### config.mk
export PLATFORM = sky130hd
export DESIGN_NAME = cap_vramctrl
export DESIGN_NICKNAME = d
export VERILOG_FILES = /design/src/rtl/cap_vramctrl.sv
export SDC_FILE = /design/constraint.sdc
export NUM_CORES = 1
export LEC_CHECK = 0
export BUFFER_PORTS_ARGS = -buffer_cell sky130_fd_sc_hd__buf_4
export CAP_MARGIN = 30
export CORE_ASPECT_RATIO = 1.2
export CORE_UTILIZATION = 45
export CTS_CLUSTER_SIZE = 12
export DETAILED_ROUTE_END_ITERATION = 16
export PLACE_DENSITY = 0.83
export SLEW_MARGIN = 20
export SYNTH_ARGS = -nofsm -noshare
export SYNTH_HDL_FRONTEND = slang
export SYNTH_SLANG_ARGS = --single-unit
export TNS_END_PERCENT = 100
### constraint.sdc
create_clock -name ACLK -period 2.51 [get_ports ACLK]
set_input_delay 0.3765 -clock ACLK [delete_from_list [all_inputs] [get_ports ACLK]]
set_output_delay 0.3765 -clock ACLK [all_outputs]
set_load 0.05 [all_outputs]
### src/rtl/cap_vramctrl.sv
// -----------------------------------------------------------------------------
// cap_vramctrl
//   Write-side VRAM controller for the capture path. Pops 64-bit pixel pairs
//   from a first-word-fall-through FIFO and writes them to the frame buffer as
//   fixed-length INCR AXI bursts. Only one burst is in flight at a time. A
//   frame is the whole picture for the latched resolution. FRAME_DONE pulses
//   once when the last burst of the frame has been acknowledged.
//
//   The parent ties the constant AXI fields as follows:
//     AWLEN = BURST_LEN-1, AWSIZE = 3, AWBURST = INCR, WSTRB = 8'hFF.
//   The parent also forces AWADDR[31:29] to 3'b001.
//
// Ports
//   ACLK, ARESETN       clock; asynchronous active-low reset
//   START               one-cycle pulse that starts a frame (only taken in IDLE)
//   STOP                level; ends the frame after the current burst
//   BASEADDR            frame base address; bits [6:0] are treated as zero
//   RESOL               00/11 = 640x480, 01 = 800x600, 10 = 1024x768
//   FIFO_DOUT           FIFO head word (low pixel in [31:0])
//   FIFO_RDCNT          number of words available in the FIFO
//   FIFO_RD             pops the FIFO head on each W handshake
//   VRAMCTRL_AWADDR     start address of the current burst
//   M_AXI_AW*/W*/B*     AXI write channels
//   BUSY                high whenever the FSM is not in IDLE
//   FRAME_DONE          one-cycle pulse after the last burst of a frame
//   BRESP_ERR           sticky; set by any non-OKAY response in the frame
// -----------------------------------------------------------------------------
module cap_vramctrl #(
   parameter int BURST_LEN = 16,
   parameter int CNT_WIDTH = 10
) (
   input  logic                 ACLK,
   input  logic                 ARESETN,
   input  logic                 START,
   input  logic                 STOP,
   input  logic [31:0]          BASEADDR,
   input  logic [1:0]           RESOL,
   input  logic [63:0]          FIFO_DOUT,
   input  logic [CNT_WIDTH-1:0] FIFO_RDCNT,
   output logic                 FIFO_RD,
   output logic [31:0]          VRAMCTRL_AWADDR,
   output logic                 M_AXI_AWVALID,
   input  logic                 M_AXI_AWREADY,
   output logic [63:0]          M_AXI_WDATA,
   output logic                 M_AXI_WLAST,
   output logic                 M_AXI_WVALID,
   input  logic                 M_AXI_WREADY,
   input  logic [1:0]           M_AXI_BRESP,
   input  logic                 M_AXI_BVALID,
   output logic                 M_AXI_BREADY,
   output logic                 BUSY,
   output logic                 FRAME_DONE,
   output logic                 BRESP_ERR
);

   // Number of bursts in a frame: each burst carries 2*BURST_LEN pixels.
   localparam int             PIX_640  = 640 * 480;
   localparam int             PIX_800  = 800 * 600;
   localparam int             PIX_1024 = 1024 * 768;
   localparam logic [15:0]    TOT_640  = 16'(PIX_640  / (2 * BURST_LEN));
   localparam logic [15:0]    TOT_800  = 16'(PIX_800  / (2 * BURST_LEN));
   localparam logic [15:0]    TOT_1024 = 16'(PIX_1024 / (2 * BURST_LEN));

   localparam int             BEAT_W    = (BURST_LEN > 1) ? $clog2(BURST_LEN) : 1;
   localparam logic [BEAT_W-1:0] LAST_BEAT = BEAT_W'(BURST_LEN - 1);
   localparam logic [31:0]    ADDR_INC  = 32'(BURST_LEN * 8);
   localparam logic [CNT_WIDTH:0] BURST_WORDS = (CNT_WIDTH + 1)'(BURST_LEN);

   typedef enum logic [2:0] {
      S_IDLE,
      S_WAIT,
      S_ADDR,
      S_DATA,
      S_RESP
   } state_t;

   state_t              state_q, state_d;
   logic [31:0]         addr_q, addr_d;
   logic [1:0]          resol_q, resol_d;
   logic [15:0]         burst_q, burst_d;
   logic [BEAT_W-1:0]   beat_q, beat_d;
   logic                err_q, err_d;
   logic                done_q, done_d;
   logic                awvalid_q, wvalid_q, bready_q, busy_q;

   logic [15:0]         total_bursts;
   logic                last_burst;
   logic                fifo_ready;
   logic                w_hs;

   // RESOL 11 falls back to 640x480.
   always_comb begin
      case (resol_q)
         2'b01:   total_bursts = TOT_800;
         2'b10:   total_bursts = TOT_1024;
         default: total_bursts = TOT_640;
      endcase
   end

   assign last_burst = (burst_q == total_bursts - 16'd1);

   // A burst only starts with a full burst already queued, so the W phase can
   // never pop an empty FIFO.
   assign fifo_ready = ({1'b0, FIFO_RDCNT} >= BURST_WORDS);

   // wvalid_q is only ever high in DATA.
   assign w_hs = wvalid_q & M_AXI_WREADY;

   // NOTE: every signal this block assigns gets its default first. A path that
   //       left one unassigned would infer a latch.
   always_comb begin
      state_d = state_q;
      addr_d  = addr_q;
      resol_d = resol_q;
      burst_d = burst_q;
      beat_d  = beat_q;
      err_d   = err_q;
      done_d  = 1'b0;

      case (state_q)
         S_IDLE: begin
            if (START) begin
               addr_d  = BASEADDR & 32'hFFFF_FF80;
               resol_d = RESOL;
               burst_d = '0;
               beat_d  = '0;
               err_d   = 1'b0;
               state_d = S_WAIT;
            end
         end

         S_WAIT: begin
            if (STOP) begin
               state_d = S_IDLE;
            end else if (fifo_ready) begin
               state_d = S_ADDR;
            end
         end

         S_ADDR: begin
            if (M_AXI_AWREADY) begin
               state_d = S_DATA;
            end
         end

         S_DATA: begin
            if (w_hs) begin
               if (beat_q == LAST_BEAT) begin
                  beat_d  = '0;
                  state_d = S_RESP;
               end else begin
                  beat_d = beat_q + 1'b1;
               end
            end
         end

         S_RESP: begin
            if (M_AXI_BVALID) begin
               if (M_AXI_BRESP != 2'b00) begin
                  err_d = 1'b1;
               end
               // Completing the frame takes priority over STOP.
               if (last_burst) begin
                  done_d  = 1'b1;
                  state_d = S_IDLE;
               end else if (STOP) begin
                  state_d = S_IDLE;
               end else begin
                  addr_d  = addr_q + ADDR_INC;  // wraps mod 2^32
                  burst_d = burst_q + 16'd1;
                  state_d = S_WAIT;
               end
            end
         end

         default: state_d = S_IDLE;
      endcase
   end

   // The handshake outputs are decoded from the next state. This way they
   // come straight from flops yet still line up with the state register.
   // NOTE: sequential state uses non-blocking assignments only. Every flop
   //       then samples pre-edge values, whatever order the statements run in.
   always_ff @(posedge ACLK or negedge ARESETN) begin
      if (!ARESETN) begin
         state_q   <= S_IDLE;
         addr_q    <= '0;
         resol_q   <= '0;
         burst_q   <= '0;
         beat_q    <= '0;
         err_q     <= 1'b0;
         done_q    <= 1'b0;
         awvalid_q <= 1'b0;
         wvalid_q  <= 1'b0;
         bready_q  <= 1'b0;
         busy_q    <= 1'b0;
      end else begin
         state_q   <= state_d;
         addr_q    <= addr_d;
         resol_q   <= resol_d;
         burst_q   <= burst_d;
         beat_q    <= beat_d;
         err_q     <= err_d;
         done_q    <= done_d;
         awvalid_q <= (state_d == S_ADDR);
         wvalid_q  <= (state_d == S_DATA);
         bready_q  <= (state_d == S_RESP);
         busy_q    <= (state_d != S_IDLE);
      end
   end

   assign VRAMCTRL_AWADDR = addr_q;
   assign M_AXI_AWVALID   = awvalid_q;
   assign M_AXI_WVALID    = wvalid_q;
   assign M_AXI_WDATA     = FIFO_DOUT;
   assign M_AXI_WLAST     = wvalid_q & (beat_q == LAST_BEAT);
   assign FIFO_RD         = w_hs;
   assign M_AXI_BREADY    = bready_q;
   assign BUSY            = busy_q;
   assign FRAME_DONE      = done_q;
   assign BRESP_ERR       = err_q;

endmodule

# Yosys cells after proc, flatten, opt, wreduce, memory -nomap -nowiden
# Index checks and enable logic that the tools add are counted.
[totals]
ff_bits = 63
latch_bits = 0
ramBits = 0
rom_bits = 0
inputBits = 117
out_inout_bits = 104
memories = 0
[classes]
n_addsub = 4
n_mul = 0
n_div = 0
order_cmp = 1
n_eq_ne = 17
shifts = 0
muxes = 32
bitwise = 2
reduce_logical = 9
[ops]
columns = ["op", "n"]
rows = [
  ["2-to-1 mux 32 bit", 4],
  ["2-to-1 mux 16 bit", 4],
  ["case mux 32 bit (2 select lines)", 1],
  ["adder 32 x 8 -> 32 bit (second input constant)", 1],
  ["case mux 16 bit (2 select lines)", 1],
  ["case mux 15 bit (2 select lines)", 1],
  ["2-to-1 mux 3 bit", 7],
  ["adder 16 x 1 -> 16 bit (second input constant)", 1],
  ["equality test 16 bit", 1],
  ["subtractor 16 x 1 -> 16 bit (second input constant)", 1],
  ["case mux 3 bit (5 select lines)", 1],
  ["equality test 3 x 2 -> 1 bit (second input constant)", 4],
  ["2-to-1 mux 4 bit", 3],
  ["inequality test 2 bit (second input constant)", 6],
  [">= comparator 10 x 5 -> 1 bit (second input constant)", 1],
  ["2-to-1 mux 1 bit", 8],
  ["case mux 4 bit (2 select lines)", 1],
  ["equality test 3 bit (second input constant)", 2],
  ["nonzero test 2 bit", 3],
  ["AND reduction 5 bit", 1],
  ["adder 4 x 1 -> 4 bit (second input constant)", 1],
  ["equality test 4 bit (second input constant)", 1],
  ["AND reduction 4 bit", 1],
  ["equality test 3 x 1 -> 1 bit (second input constant)", 1],
  ["other kinds (8)", 9],
]

# Depth between registers and ports, before layout
[logic_depth]
depth_word = 8
mapped_depth = 9
depth_no_buf = 7

# Worst setup path after synthesis
# No wires, ideal clock.
[synth_timing]
kind = "register -> register"
start = "register resol_q[0]"
end = "register busy_q (netlist: BUSY)"
t_arrival_ps = 2094
required_ps = 2371
path_slack_ps = 277
path_stages_with_launch = 7
path_buffers = 0
cell_sequence = "dfrtp_1 > inv_1 > ha_1 > or3b_1 > a2111oi_4 > a31oi_2 > or4_1"
[synth_via]
elab_chain_cells = 8
elab_cells_between_ends = 9
classes_between = "1 x add/sub; 3 x eq/ne; 4 x mux; 1 x reduce/logical"
[synth_lines]
columns = ["item", "line_no", "rtl"]
rows = [
  ["start, declared", "79", "logic [1:0] resol_q, resol_d;"],
  ["start signal, assigned", "200", "resol_q <= resol_d;"],
  ["equality test 2 bit or equality test 2 x 1 -> 1 bit (tied branches)", "93", "case (resol_q)"],
  ["case mux 15 bit (2 select lines) (*)", "93", ""],
  ["subtractor 16 x 1 -> 16 bit (*)", "100", "assign last_burst = (burst_q == total_bursts - 16'd1);"],
  ["equality test 16 bit (*)", "100", ""],
  ["2-to-1 mux 1 bit (*)", "163", "if (last_burst) begin"],
  ["2-to-1 mux 3 bit (*)", "158", "if (M_AXI_BVALID) begin"],
  ["case mux 3 bit (5 select lines) (*)", "120", "case (state_q)"],
  ["nonzero test 3 bit (*)", "208", "busy_q <= (state_d != S_IDLE);"],
  ["end signal, assigned", "208", ""],
  ["end, declared", "84", "logic awvalid_q, wvalid_q, bready_q, busy_q;"],
]
# Mark *: on every way between the ends. The rest lies on a longest branch, timed or not.
# A chain may end at the register's enable or synchronous reset.

# Worst setup path in the final report
[layout_timing]
start = "register resol_q[0]"
end = "register addr_q[20] (netlist: VRAMCTRL_AWADDR[20])"
[layout_via]
elab_chain_cells = 6
elab_cells_between_ends = 7
classes_between = "1 x add/sub; 4 x eq/ne; 1 x mux; 1 x reduce/logical"
[layout_lines]
columns = ["item", "line_no", "rtl"]
rows = [
  ["equality test 2 bit or equality test 2 x 1 -> 1 bit (tied branches)", "93", ""],
  ["case mux 15 bit (2 select lines) (*)", "93", ""],
  ["subtractor 16 x 1 -> 16 bit (*)", "100", ""],
  ["equality test 16 bit (*)", "100", ""],
  ["inequality test 2 bit (no line) (*)", "-", ""],
  ["AND reduction 5 bit (no line) (*)", "-", ""],
  ["end signal, assigned", "199", "addr_q <= addr_d;"],
  ["end, declared", "78", "logic [31:0] addr_q, addr_d;"],
]
# Marked as above.

==> impl_metrics.env <==
export IMPL_die_h_um=104
export IMPL_grt_usage=0.228
export IMPL_crit_type="flop to flop"
export IMPL_hpwl_um=7210
export IMPL_start_kind="flop"
export IMPL_final_layout_size_suffix_gt1_frac=0.242
export IMPL_ys_seq_area_frac=0.361
export IMPL_total_power_w=0.00397
export IMPL_numCtsBuffers=5
export IMPL_rr_startpoint="resol_q[0]"
export IMPL_yosys_most_used_dff="dfrtp_1"
export IMPL_synth_cell_types=58
export IMPL_r2r_end="VRAMCTRL_AWADDR[20]"
export IMPL_worstPathArrival_ns=2.63
export IMPL_fmax_ghz=0.413
export IMPL_gp_congestion=0.892
export IMPL_num_antenna_cells=0
export IMPL_path_delay_family="compound AO/OA/AOI/OAI gates"
export IMPL_avgSynthCellArea_um2=8.76
export IMPL_final_cells=572
export IMPL_die_width_um=86.8
export IMPL_worstRegToRegCells=8
export IMPL_clk_insertion_delay_late_ns=0.32
export IMPL_post_drt_wl_per_cell_um=17.4
export IMPL_grt_antenna_before_repair=0
export IMPL_grt_pass1_vias=3376
export IMPL_post_place_ws_ns=-0.0417
export IMPL_fin_skew_ns=0.00606
export IMPL_drc=0
export IMPL_overflow=0
export IMPL_via_per_inst=6.11
export IMPL_vias=3494
export IMPL_port_buffers=74
export IMPL_clkTransAtPathRegs_ns=0.11
export IMPL_worstSetupEndpointType="flop"
export IMPL_wirelength_um=9980
export IMPL_start_util=0.471
export IMPL_final_common_cell="buf_4"
export IMPL_path_buf_inv=2
export IMPL_worst_pin_slew_ns=0.743
export IMPL_nets=579
export IMPL_hold_path_class="primary input to asynchronous set/reset pin"
export IMPL_placedCellCount=561
export IMPL_slowest_stage="a2111oi_4"
export IMPL_leakagePower_nw=1.88
export IMPL_cts_root_buf="clkbuf_8"
export IMPL_critPathRequiredTime_ns=2.72
export IMPL_area_growth_pct=9.61
export IMPL_cts_tree="yes"
export IMPL_layout_common_cells="buf_4, dfrtp_1, nand2_1"
export IMPL_drtIter0Drc=223
export IMPL_finalCriticalPeriod_ns=2.42
export IMPL_synth_area_um2=3880
export IMPL_critical_path_peak_fanout=10
export IMPL_hold_violations=0
export IMPL_rows=36
export IMPL_relSlewSlack=0.505
export IMPL_tns_ns=0
export IMPL_post_route_period_util=0.965
export IMPL_setup_slack_ns=0.0873
export IMPL_setup_violations=0
export IMPL_ys_ff_latch=56
export IMPL_peakVddDrop_mv=0.669
export IMPL_drtPass1Iterations=6
export IMPL_postPlaceCellArea_um2=4100
export IMPL_synthArstFlopShare=1.00
export IMPL_ys_warn_count=0
export IMPL_synth_edff_count=0
export IMPL_postRouteAntennaNets=0
export IMPL_cts_buffer_depth=2
export IMPL_cap_violations=0
export IMPL_path_cells="inv_1 > ha_2 > or3b_4 > a2111oi_4 > a31o_4 > buf_12 > a21oi_1 > o2bb2a_1"
export IMPL_netlist_instances=443
export IMPL_finalInstanceArea_um2=4250
export IMPL_grt_max_degree=57
export IMPL_slew_violations=0
export IMPL_r2r_setup_slack_ns=0.09
export IMPL_hold_buffers=0
export IMPL_slowest_delay_ns=0.50
export IMPL_coreArea_um2=8240
export IMPL_io_pin_count=221
export IMPL_htree_num_levels=2
export IMPL_cts_sinks=56
export IMPL_cellPowerDensity_nw_per_um2=933
export IMPL_grt_pass1_wl_um=16500
export IMPL_design_die_area_um2=9000
export IMPL_status="finished clean"
per-layer routing:
layer,vias up,wire length [um],track usage
li1,1593,-,-
met1,1682,3970,0.284
met2,168,4960,0.383
met3,51,685,0.0319
met4,0,359,0.114
met5,-,0,0
logic make-up after synthesis:
logic type | synth area share
buffers and inverters | 0.174
and+or+nand+nor | 0.215
adders and majority gates | 0.0161
other | 0.000967
muxes | 0.0232
AOI/OAI and AO/OA | 0.210
DFF | 0.361
how the worst max path moves through the flow:
stage | startpoint | to | slack [ns] | depth (start not counted)
6_report | resol_q[0] | VRAMCTRL_AWADDR[20] | 0.09 | 8
5_1_grt | resol_q[0] | VRAMCTRL_AWADDR[20] | -0.03 | 8
4_1_cts | resol_q[0] | BUSY | 0.06 | 6
3_5_place_dp | resol_q[0] | VRAMCTRL_AWADDR[28] | -0.04 | 7
3_3_place_gp | resol_q[0] | VRAMCTRL_AWADDR[28] | 0.01 | 7
2_1_floorplan | resol_q[0] | BUSY | 0.28 | 6
cell type report:
class / count / area [um^2]
clock inverters: 1 / 7.51
clock buffers: 7 / 86.3
flip-flops and latches: 56 / 1400
multi-input cells: 289 / 1860
repair buffers: 91 / 699
fillers: 799 / 3990
well taps: 114 / 143
inverters: 14 / 52.6
flip-flops by register name, summed over array words and instances (netlist names):
name,count
burst_q,16
BRESP_ERR,1
M_AXI_WVALID,1
resol_q,2
beat_q,4
M_AXI_AWVALID,1
state_q,3
FRAME_DONE,1
BUSY,1
M_AXI_BREADY,1
VRAMCTRL_AWADDR,25
metrics by stage:
stage,utilization,hold slack [ns]
floorplan,-,0.0809
global placement,0.498,0.481
detailed placement,0.498,0.487
CTS,0.509,0.135
global route,0.516,0.160
finish,0.516,0.102
report_power, final:
part | internal [W] | switching [W] | leakage (nW)
combinational | 0.000662 | 0.00129 | 1.15
sequential | 0.00115 | 0.000325 | 0.687
clock | 0.000226 | 0.000315 | 0.0445
what timing repair did:
| action | 4_1_cts | 5_1_grt |
|---|---|---|
| resized for setup | 1 | 6 |
| setup buffers | 0 | 3 |
| setup endpoints to repair | 6 | 17 |
| pin swaps | 0 | 3 |
cell usage after synthesis, types with 3 or more instances:
cell / n / area (um^2)
a21oi_1: 25 / 125
a22oi_1: 4 / 30.0
a31oi_1: 11 / 68.8
a32o_1: 3 / 30.0
and2_1: 3 / 18.8
and3_1: 7 / 43.8
and4_1: 6 / 52.6
buf_2: 6 / 30.0
buf_4: 74 / 556
clkbuf_1: 10 / 37.5
dfrtp_1: 56 / 1400
ha_1: 5 / 62.6
inv_1: 14 / 52.6
mux2i_1: 9 / 90.1
nand2_1: 47 / 176
nand2b_1: 7 / 43.8
nand3_1: 19 / 95.1
nand4_1: 11 / 68.8
nor2_1: 16 / 60.1
nor3_1: 5 / 25.0
nor4_1: 6 / 37.5
o211ai_1: 5 / 37.5
o21ai_0: 21 / 105
o22ai_1: 13 / 81.3
o2bb2a_1: 4 / 40.0
o311ai_0: 6 / 52.6
o31ai_1: 3 / 22.5
or3_1: 5 / 31.3
or4_1: 3 / 22.5
No activity file was read; power rests on OpenSTA's default activity.
